`src/rtl/countdown_timer_pkg.sv`:
```
// Shared counter definitions: FSM state encodings and the default counter width,
// common to this timer and the free-running up-counter.
package countdown_timer_pkg;
  localparam int CNT_WIDTH = 10;

  typedef enum logic [1:0] {
    ST_IDLE = 2'd0,
    ST_RUN  = 2'd1,
    ST_HOLD = 2'd2
  } state_e;
endpackage

```
`src/rtl/down_counter_core.sv`:
```
// WIDTH-bit down-count register with clear/load/decrement controls and an is_one flag.
module down_counter_core
  import countdown_timer_pkg::*;
#(
  parameter int WIDTH = CNT_WIDTH
) (
  input  logic             clk,
  input  logic             reset,
  input  logic             clear,
  input  logic             load,
  input  logic             dec,
  input  logic [WIDTH-1:0] load_value,
  output logic [WIDTH-1:0] count,
  output logic             is_one
);
  // Decrement is gated on count>1 so the register can never wrap.
  always_ff @(posedge clk) begin
    if (!reset)                      count <= '0;
    else if (clear)                  count <= '0;
    else if (load)                   count <= load_value;
    else if (dec && count > WIDTH'(1)) count <= count - WIDTH'(1);
  end

  assign is_one = (count == WIDTH'(1));
endmodule

```
`src/rtl/countdown_timer.sv`:
```
// Loadable down-counter timer with valid/ready load, pause, abort and auto-reload;
// emits a one-cycle registered done pulse on expiry.
module countdown_timer
  import countdown_timer_pkg::*;
#(
  parameter int WIDTH = CNT_WIDTH
) (
  input  logic             clk,
  input  logic             reset,
  input  logic             load_valid,
  output logic             load_ready,
  input  logic [WIDTH-1:0] load_value,
  input  logic             reload_en,
  input  logic             pause,
  input  logic             abort,
  output logic [WIDTH-1:0] count,
  output logic             busy,
  output logic             done
);
  state_e           state, state_n;
  logic [WIDTH-1:0] reload_q, reload_n;
  logic [WIDTH-1:0] ld_val;
  logic             ld, dec, clr, done_n, is_one;

  assign load_ready = (state == ST_IDLE) && !abort;
  assign busy       = (state != ST_IDLE);

  always_ff @(posedge clk) begin
    if (!reset) begin
      state    <= ST_IDLE;
      reload_q <= '0;
      done     <= 1'b0;
    end else begin
      state    <= state_n;
      reload_q <= reload_n;
      done     <= done_n;
    end
  end

  // Leaving HOLD with pause low counts as an ordinary run step, so each
  // paused cycle costs exactly one cycle of latency.
  always_comb begin
    state_n  = state;
    reload_n = reload_q;
    ld_val   = load_value;
    ld       = 1'b0;
    dec      = 1'b0;
    clr      = 1'b0;
    done_n   = 1'b0;
    case (state)
      ST_IDLE: begin
        if (load_valid && load_ready) begin
          if (load_value != '0) begin
            ld       = 1'b1;
            reload_n = load_value;
            state_n  = ST_RUN;
          end else begin
            done_n = 1'b1;
          end
        end
      end
      ST_RUN, ST_HOLD: begin
        if (abort) begin
          clr     = 1'b1;
          state_n = ST_IDLE;
        end else if (pause) begin
          state_n = ST_HOLD;
        end else begin
          state_n = ST_RUN;
          if (is_one) begin
            done_n = 1'b1;
            if (reload_en) begin
              ld     = 1'b1;
              ld_val = reload_q;
            end else begin
              clr     = 1'b1;
              state_n = ST_IDLE;
            end
          end else begin
            dec = 1'b1;
          end
        end
      end
      default: begin
        clr     = 1'b1;
        state_n = ST_IDLE;
      end
    endcase
  end

  down_counter_core #(.WIDTH(WIDTH)) u_core (
    .clk        (clk),
    .reset      (reset),
    .clear      (clr),
    .load       (ld),
    .dec        (dec),
    .load_value (ld_val),
    .count      (count),
    .is_one     (is_one)
  );
endmodule

```
`config.mk`:
```
export PLATFORM = sky130hd
export DESIGN_NAME = countdown_timer
export DESIGN_NICKNAME = d
export VERILOG_FILES = /design/src/rtl/countdown_timer_pkg.sv /design/src/rtl/down_counter_core.sv /design/src/rtl/countdown_timer.sv
export SDC_FILE = /design/constraint.sdc
export NUM_CORES = 1
export LEC_CHECK = 0
export BUFFER_PORTS_ARGS = -buffer_cell sky130_fd_sc_hd__buf_4
export CAP_MARGIN = 20
export CORE_MARGIN = 1.5
export CORE_UTILIZATION = 54
export DETAILED_ROUTE_END_ITERATION = 10
export GPL_TIMING_DRIVEN = 0
export PLACE_DENSITY = 0.84
export SLEW_MARGIN = 20
export SYNTH_ARGS = -nofsm -noshare
export SYNTH_HDL_FRONTEND = slang
export SYNTH_SLANG_ARGS = --single-unit
export TNS_END_PERCENT = 30
```
`constraint.sdc`:
```
create_clock -name clk -period 3.2 [get_ports clk]
set_input_delay 0.32 -clock clk [delete_from_list [all_inputs] [get_ports clk]]
set_output_delay 0.32 -clock clk [all_outputs]
set_load 0.005 [all_outputs]
```
==> key figures, run 1 <==
Setup path
  • WP data required: 3.44 ns
  • CP Buf/Inv Count: 1
  • Crit-path max cell delay: 0.61 ns
  • Critical path's top delay family: simple AND/OR/NAND/NOR gates
  • Worst-path maximum fanout: 6
  • Crit-path cells: inv_1, ha_1, nor3b_1, o311ai_0, nor4_1, xnor2_1, a211oi_1
  • Critical Path End Type: flip-flop
  • WS Path Type: flip-flop to flip-flop
  • WP data arrival: 2.93 ns
  • Slowest-stage cell, CP: nor3b_1
  • CP Launch Type: flip-flop

Placed design
  • Gpl congestion: 0.779
  • Pre-CTS setup slack: 0.593 ns
  • Placed Cells: 219
  • Detail Placement HPWL: 2.58 mm
  • Port bufs: 28

Global routing
  • Global Route Usage Sum: 25.5%
  • Total gr overflow: 0
  • Largest net degree at the start of global routing: 14
  • First-pass GRT wire length: 5.45 mm
  • Vias in the first global route: 1246
  • Initial antenna violation count: 0

Layout
  • Number of nets in the layout: 214
  • Area grow syn2layout: 19.5%
  • Non-Filler Instances: 223
  • ANT cells: 0
  • Filler instances: 216
  • Fraction of layout cells with a size suffix above 1: 24.9%

Pwr
  • Flop pwr share: 51.3%
  • Switching share of power: 31.0%
  • Comb pwr share: 27.5%
  • PwrDens: 374 nW/um2
  • Leak pwr: 0.682 nW
  • Net Sw Power: 0.000196 W
  • Pint: 0.000436 W
  • Tot Pwr: 0.000631 W
  • Clock network fraction of design power: 21.3%
  • Worst vdd rail ir drop: 0.244 mV

STA
  • Final setup margin: 0.509 ns
  • Crit share post-route: 84.1%
  • Fmax: 0.372 GHz
  • Final Hold Viols: 0
  • Clock Skew: 0.00176 ns
  • Fin. max-slew vios: 0
  • Crit path time final: 2.69 ns
  • Worst Tran Pin Value: 0.969 ns
  • RSZ-0062 raised after global routing: no
  • Headroom to the max-slew limit: 34.6%
  • Setup TNS: 0 ns
  • # setup viols final: 0
  • Hold Worst Slack: 0.261 ns

Logic synthesis
  • Register area share after synthesis: 32.6%
  • Number of flops mapped to enable cells by yosys: 0
  • Yosys top cell area share: 32.6%
  • YS warnings: 0
  • Synth Cell Area: 1410 um2
  • Cell count after synthesis: 161
  • Top cells by area, synth: dfxtp_1 33%, nand2_1 4.5%, xnor2_1 3.7%
  • Syn nets: 181
  • Asr flop ratio synth: 0%
  • Count leader, synth: dfxtp_1
  • Synthesized area per cell: 8.77 um2
  • Synth unique cells: 47
  • Commonest cells post-synth: 23 x dfxtp_1, 17 x nand2_1, 11 x nor2_1
  • Dominant synthesized flop cell: dfxtp_1
  • Post-synthesis register bit count: 23
  • Synth area leader: dfxtp_1

Die
  • Die span in y: 54.1 um
  • Initial Utilization: 57.0%
  • # IOs: 29
  • Width of the chip: 54.1 um
  • FP Rows: 18
  • Core area: 2480 um2
  • Die area: 2930 um2

CTS
  • Hold_buf cts: 0
  • CTS tree: built
  • Clock slew at reported path FFs: 0.13 ns
  • Setup bufs post-CTS: 0
  • PostCTS Resize Cnt: 0
  • Root Driver: clkbuf_4
  • CTS buffer count: 3
  • Clock sink total: 23
  • CTS H-tree depth: 1
  • Clk_lat worst skew: 0.31 ns
  • CTS max path bufs: 2

Job
  • Max_cap viols: 0

Drt
  • Detailed-route DRC error count: 0
  • Drt via density: 5.91
  • DR iter-0 viols: 41
  • Via count: 1319
  • Drt first pass iters: 7
  • Final ANT Viol Nets: 0
  • Routed WL per cell: 14.7 um
  • WL final: 3.28 mm

Hold path
  • Worst min path class: primary input to flip-flop

Run status
  • Status: completed
-- state kept, by name, summed over array words and instances, names as in the netlist --
name          flops
done              1
reload_q         10
u_core.count     10
state             2
-- cell type report --
type | count | area (um2) | share of cell area, %
Clock inverter | 1 | 5.00 | 0.297
Tap cell | 30 | 37.5 | 2.22
Multi-Input combinational cell | 122 | 876 | 51.9
Timing Repair Buffer | 28 | 210 | 12.5
Sequential cell | 23 | 460 | 27.3
Inverter | 9 | 33.8 | 2.00
Buffer | 7 | 42.5 | 2.52
Clock buffer | 3 | 22.5 | 1.33
-- worst min-delay path, delay by kind of cell --
kind,cells,cell delay (ns)
and+or+nand+nor,1,0.04
AOI/OAI and AO/OA,1,0.06
buffers and inverters,1,0.11
-- cells by family after synthesis --
kind of cell / Yosys count / share of synthesized area (%)
fa+ha+maj: 4 / 3.54
mux: 9 / 6.73
flops: 23 / 32.6
xor+xnor: 6 / 3.72
compound gates: 41 / 24.0
simple gates: 62 / 24.0
buf+inv: 16 / 5.40
-- placed cells by master, fill, tap and decap left out, types with 2 or more instances in the layout --
cell / Yosys / layout
buf_4: 0 / 28
dfxtp_1: 23 / 23
nand2_1: 17 / 17
nor2_1: 11 / 11
inv_1: 9 / 9
or4_1: 6 / 6
a21boi_0: 6 / 6
nor2b_1: 6 / 6
xnor2_1: 6 / 6
a211oi_1: 6 / 6
mux2i_1: 5 / 5
a21oi_1: 5 / 5
nand3_1: 5 / 5
nor4_1: 4 / 4
ha_1: 4 / 4
clkbuf_1: 3 / 3
a22oi_1: 3 / 3
a21o_1: 3 / 3
mux2_2: 3 / 3
clkbuf_4: 0 / 3
or3_1: 2 / 2
nor3b_1: 2 / 2
o211ai_1: 2 / 2
buf_6: 2 / 2
o311ai_0: 2 / 2
o31ai_1: 2 / 2
o21ai_0: 2 / 2
-- stage by stage --
stage          utilization, %  instance area, um2
6_report                 68.1                1690
5_1_grt                  68.1                1690
4_1_cts                  68.1                1690
3_5_place_dp             67.0                1660
3_3_place_gp             67.0                1660
2_1_floorplan               -                1410
-- worst paths after layout --
path         slack [ns]  cells past startpoint                           end                      from
min reg2reg        0.47                      2      reload_q[4]$_SDFFE_PN0P_  reload_q[4]$_SDFFE_PN0P_
max reg2reg        0.51                      7  u_core.count[7]$_SDFFE_PP0P_     state[1]$_SDFFE_PN0P_
min                0.26                      3      reload_q[7]$_SDFFE_PN0P_             load_value[7]
max                0.51                      7  u_core.count[7]$_SDFFE_PP0P_     state[1]$_SDFFE_PN0P_
-- power by group through the flow --
stage / Clock (W) / Combinational, W / Sequential (W)
after floorplan: 0 / 0.000106 / 0.000327
after global placement: 0 / 0.000164 / 0.000328
after detailed placement: 0 / 0.000171 / 0.000330
after CTS: 0.000136 / 0.000173 / 0.000323
after global routing: 0.000147 / 0.000192 / 0.000326
final: 0.000134 / 0.000173 / 0.000324
-- per-layer routing --
metal  up-vias  global-route usage [%]  wire (um)
met1       615                    31.9       1450
met5         -                       0          0
met2        44                    44.8       1610
met4         0                    6.25         39
met3         6                    4.44        177
li1        654                       -          -
(Power assumes the default switching activity.)
==> run 2, diff against run 1 <==
--- a/config.mk
+++ b/config.mk
@@ -8,10 +8,10 @@
 export BUFFER_PORTS_ARGS = -buffer_cell sky130_fd_sc_hd__buf_4
 export CAP_MARGIN = 20
 export CORE_MARGIN = 1.5
-export CORE_UTILIZATION = 54
+export CORE_UTILIZATION = 49
 export DETAILED_ROUTE_END_ITERATION = 10
 export GPL_TIMING_DRIVEN = 0
-export PLACE_DENSITY = 0.84
+export PLACE_DENSITY = 0.8
 export SLEW_MARGIN = 20
 export SYNTH_ARGS = -nofsm -noshare
 export SYNTH_HDL_FRONTEND = slang
==> constraint.sdc (replaced) <==
create_clock -name clk -period 2.4 [get_ports clk]
set_input_delay 0.24 -clock clk [delete_from_list [all_inputs] [get_ports clk]]
set_output_delay 0.24 -clock clk [all_outputs]
set_load 0.005 [all_outputs]
==> run 2 against run 1 <==
- the run now ends with negative setup slack left
- first-iteration DRC count rose by 120%
- non-clock buffer count rose by 10
- hold slack got worse by 0.091 ns
- critical path type unchanged
- highest routed layer unchanged
- sequential power rose by 34%
- clock-buffer cell count did not move
- die area rose by 9.6%
==> key figures, run 2 (synthesis gave the netlist of run 1 again) <==
Drt
  • Final ANT Viol Nets: 0
  • DR iter-0 viols: 92
  • WL final: 3.73 mm
  • Drt via density: 5.87
  • Via count: 1374
  • Detailed-route DRC error count: 0
  • Routed WL per cell: 15.9 um
  • Drt first pass iters: 4

Placed design
  • Gpl congestion: 0.830
  • Placed Cells: 220
  • Port bufs: 28
  • Placed cell area: 1660 um2
  • Detail Placement HPWL: 2.58 mm

Global routing
  • Global Route Usage Sum: 22.7%
  • Total gr overflow: 0
  • First-pass GRT wire length: 5.82 mm
  • Initial antenna violation count: 0
  • Vias in the first global route: 1304
  • Largest net degree at the start of global routing: 14

STA
  • Fin. max-slew vios: 0
  • Final setup margin: -0.00366 ns
  • Clock Skew: 0.00887 ns
  • Crit path time final: 2.40 ns
  • RSZ-0062 raised after global routing: yes
  • # setup viols final: 1
  • Crit share post-route: 100%
  • Final Hold Viols: 0
  • Fmax: 0.416 GHz
  • Headroom to the max-slew limit: 51.2%
  • Worst Tran Pin Value: 0.727 ns
  • Setup TNS: -0.00366 ns

Pwr
  • Switching share of power: 31.9%
  • Pint: 0.000622 W
  • Worst vdd rail ir drop: 0.411 mV
  • Leak pwr: 0.768 nW
  • PwrDens: 491 nW/um2
  • Flop pwr share: 47.5%
  • Comb pwr share: 31.4%
  • Clock network fraction of design power: 21.1%
  • Net Sw Power: 0.000291 W

Die
  • Die area: 3210 um2
  • FP Rows: 19
  • Width of the chip: 56.7 um
  • Initial Utilization: 51.7%
  • Core area: 2730 um2
  • Die span in y: 56.7 um
  • # IOs: 29

Run status
  • Status: finished with violations
  • Violated checks: negative setup slack

Setup path
  • Slowest-stage cell, CP: or4_4
  • Crit-path cells: or4_4, buf_6, or4_4, a21o_1, buf_6, and3_4, a211oi_2
  • Critical Path End Type: flip-flop
  • WP data required: 2.65 ns
  • Crit-path max cell delay: 0.60 ns
  • Worst-path maximum fanout: 10
  • WP data arrival: 2.65 ns
  • CP Launch Type: flip-flop
  • WS Path Type: flip-flop to flip-flop

Layout
  • Commonest cells after routing, fill and taps aside: 36 x buf_4, 19 x dfxtp_1, 17 x nand2_1
  • ANT cells: 0
  • Final instance area: 1860 um2
  • Non-Filler Instances: 234
  • Top flop regs: reload_q x10, u_core.count x10, state x2
  • Fraction of layout cells with a size suffix above 1: 35.5%
  • Number of nets in the layout: 224
  • Area grow syn2layout: 31.7%
  • Commonest non-fill, non-tap cell in the layout: buf_4

CTS
  • CTS buffer count: 3
  • Hold_buf cts: 0
  • Clock slew at reported path FFs: 0.14 ns
  • CTS max path bufs: 2
  • CTS tree: built
  • CTS H-tree depth: 1
  • Clock sink total: 23
  • Root Driver: clkbuf_4
  • Clk_lat worst skew: 0.33 ns

Hold path
  • Worst min path class: primary input to flip-flop

Job
  • Max_cap viols: 0
## run 2: repair_timing
action                                  4_1_cts  5_1_grt
pin swaps                                     1        3
endpoints found under the setup margin        8       10
resized for setup                             6       16
cloned                                        0        1
buffers inserted                              0        9
## run 2: power groups by stage
stage	clock, W	combinational (W)	sequential, W
floorplan	0	0.000142	0.000436
global placement	0	0.000219	0.000438
detailed placement	0	0.000227	0.000441
CTS	0.000190	0.000230	0.000433
global route	0.000206	0.000312	0.000438
finish	0.000193	0.000286	0.000434
## run 2: worst max-delay path, delay by kind of cell, from the launching register on
family                 cells  cell delay (ns)
AND/OR/NAND/NOR            3             1.31
flip-flops                 1             0.39
AO/OA/AOI/OAI              2             0.34
buffers and inverters      2             0.29
## run 2: area by class of cell
class / instances / area [um2]
plain buffers: 7 / 52.6
clock buffers: 3 / 22.5
clock inverters: 1 / 5.00
fillers: 225 / 873
inverters: 9 / 33.8
multi-input cells: 122 / 932
flip-flops and latches: 23 / 468
well taps: 31 / 38.8
repair buffers: 38 / 308
## run 2: stage by stage
step | hold slack, ns | setup WS [ns] | total power [W] | util [%]
2_1_floorplan | 0.385 | 0.0374 | 0.000578 | -
3_3_place_gp | 0.451 | -0.0705 | 0.000657 | 60.8
3_5_place_dp | 0.460 | -0.168 | 0.000667 | 60.8
4_1_cts | 0.173 | -0.0450 | 0.000852 | 62.2
5_1_grt | 0.194 | -0.0473 | 0.000956 | 68.1
6_report | 0.170 | -0.00366 | 0.000913 | 68.1
## run 2: metal layers
layer,global-route usage [%],share of wire [%],vias to the layer above
li1,-,-,672
met4,9.18,1.9,0
met5,0,0,-
met2,38.9,50,53
met1,28.4,42,641
met3,3.00,6.2,8
## run 2: worst paths after layout
path,start,end,slack (ns),depth (start not counted)
min reg2reg,reload_q[8]$_SDFFE_PN0P_,reload_q[8]$_SDFFE_PN0P_,0.48,2
min,load_value[8],reload_q[8]$_SDFFE_PN0P_,0.17,3
max,u_core.count[4]$_SDFFE_PP0P_,u_core.count[1]$_SDFFE_PP0P_,-0.004,7
max reg2reg,u_core.count[4]$_SDFFE_PP0P_,u_core.count[1]$_SDFFE_PP0P_,-0.004,7
==> run 3, diff against run 2 <==
--- a/config.mk
+++ b/config.mk
@@ -6,7 +6,6 @@
 export NUM_CORES = 1
 export LEC_CHECK = 0
 export BUFFER_PORTS_ARGS = -buffer_cell sky130_fd_sc_hd__buf_4
-export CAP_MARGIN = 20
 export CORE_MARGIN = 1.5
 export CORE_UTILIZATION = 49
 export DETAILED_ROUTE_END_ITERATION = 10
==> constraint.sdc (replaced) <==
create_clock -name clk -period 2.4 [get_ports clk]
set_input_delay 0.72 -clock clk [delete_from_list [all_inputs] [get_ports clk]]
set_output_delay 0.72 -clock clk [all_outputs]
set_load 0.005 [all_outputs]
==> run 3 against run 2 <==
- the run now ends clean
- setup slack gained 0.064 ns
- hold slack gained 0.31 ns
- cell count shrank 1.3%
- design area shrank 1.8%
- sequential power is essentially flat
- register-to-register slack gained 0.06 ns
- flip-flop and latch count is the same
- via count shrank 3.3%
- critical path type unchanged
==> key figures, run 3 (synthesis gave the netlist of run 1 again) <==
Die
  • Width of the chip: 56.7 um
  • Die span in y: 56.7 um
  • Initial Utilization: 51.7%
  • Die area: 3210 um2
  • # IOs: 29
  • FP Rows: 19
  • Core area: 2730 um2

Global routing
  • Vias in the first global route: 1317
  • Global Route Usage Sum: 22.9%
  • First-pass GRT wire length: 5.82 mm
  • Initial antenna violation count: 0
  • Largest net degree at the start of global routing: 14
  • Total gr overflow: 0

Layout
  • ANT cells: 0
  • Fraction of layout cells with a size suffix above 1: 36.5%
  • Area grow syn2layout: 29.3%
  • Top flop regs: reload_q x10, u_core.count x10, state x2
  • Number of nets in the layout: 221
  • Final instance area: 1830 um2
  • Commonest cells after routing, fill and taps aside: 34 x buf_4, 18 x dfxtp_1, 17 x nand2_1
  • Filler instances: 238
  • Commonest non-fill, non-tap cell in the layout: buf_4
  • Core Util, Final: 66.8%

Drt
  • WL final: 3.40 mm
  • Drt via density: 5.75
  • Drt first pass iters: 4
  • DR iter-0 viols: 47
  • Detailed-route DRC error count: 0
  • Via count: 1328
  • Final ANT Viol Nets: 0
  • Routed WL per cell: 14.7 um

STA
  • Final setup margin: 0.0605 ns
  • Hold Worst Slack: 0.484 ns
  • Final Hold Viols: 0
  • Crit path time final: 2.34 ns
  • Headroom to the max-slew limit: 58.3%
  • # setup viols final: 0
  • Worst Tran Pin Value: 0.619 ns
  • RSZ-0062 raised after global routing: yes
  • Clock Skew: 0.00460 ns
  • Fmax: 0.427 GHz
  • Setup TNS: 0 ns
  • Crit share post-route: 97.5%
  • Fin. max-slew vios: 0

Setup path
  • WP data arrival: 2.59 ns
  • WS Path Type: flip-flop to flip-flop
  • WP data required: 2.65 ns
  • CP Launch Type: flip-flop
  • Worst-path maximum fanout: 8
  • Critical Path End Type: flip-flop

Pwr
  • Leak pwr: 0.734 nW
  • PwrDens: 489 nW/um2
  • Worst vdd rail ir drop: 0.463 mV

Placed design
  • Detail Placement HPWL: 2.55 mm
  • Placed cell area: 1670 um2
  • Port bufs: 28
  • Pre-CTS setup slack: -0.335 ns
  • Gpl congestion: 0.819

CTS
  • CTS max path bufs: 2
  • Root Driver: clkbuf_4
  • Clock sink total: 23
  • Clock slew at reported path FFs: 0.13 ns
  • CTS buffer count: 3
  • Clk_lat worst skew: 0.33 ns
  • CTS H-tree depth: 1
  • CTS tree: built

Run status
  • Status: completed

Hold path
  • Worst min path class: flip-flop to flip-flop

Job
  • Max_cap viols: 0
## run 3: repair_timing
| item | in CTS | in global routing |
|---|---|---|
| setup buffers | 3 | 4 |
| pin swaps | 5 | 3 |
| gates resized for setup | 17 | 8 |
| setup endpoints to repair | 6 | 8 |
| gates cloned | 0 | 0 |
| hold endpoints to repair | 0 | 0 |
| hold buffers | 0 | 0 |
## run 3: final cells by class
type	count	area, um2	share of cell area [%]
timing repair buffer	35	267	14.6
clock inverter	1	5.00	0.274
multi-input combinational	122	937	51.3
sequential	23	469	25.7
tap	31	38.8	2.12
inverter	9	33.8	1.85
clock buffer	3	22.5	1.23
buffer	7	53.8	2.95
## run 3: final timing paths
| path | startpoint | endpoint | slack [ns] | cells past startpoint |
|---|---|---|---|---|
| worst min-delay path | reload_q[4]$_SDFFE_PN0P_ | reload_q[4]$_SDFFE_PN0P_ | 0.48 | 2 |
| worst max register to register | u_core.count[5]$_SDFFE_PP0P_ | u_core.count[2]$_SDFFE_PP0P_ | 0.06 | 7 |
| worst min register to register | reload_q[4]$_SDFFE_PN0P_ | reload_q[4]$_SDFFE_PN0P_ | 0.48 | 2 |
| worst max-delay path | u_core.count[5]$_SDFFE_PP0P_ | u_core.count[2]$_SDFFE_PP0P_ | 0.06 | 7 |
## run 3: worst max-delay path: stages (launching register included)
cell and delay, ns:
dfxtp_2 0.37, or4_4 0.51, buf_6 0.15, or4_4 0.58, buf_8 0.17, buf_6 0.12, mux2i_2 0.15, a211oi_1 0.22
## run 3: report_power, final
part,total (W),switching [W],internal (W)
clock network,0.000189,0.000127,0.0000626
registers,0.000433,0.0000261,0.000407
logic,0.000271,0.000127,0.000145
## run 3: metrics by stage
stage	total power, W	std cells
floorplan	0.000580	161
global placement	0.000658	220
detailed placement	0.000668	220
CTS	0.000870	227
global route	0.000942	231
finish	0.000894	231
## run 3: per-layer routing
layer  vias to the layer above  track usage (%)  share of wire [%]
li1                        668                -                  -
met1                       617             27.7                 43
met2                        35             40.4                 50
met3                         8             3.69                5.0
met4                         0             8.16                2.0
met5                         -                0                  0
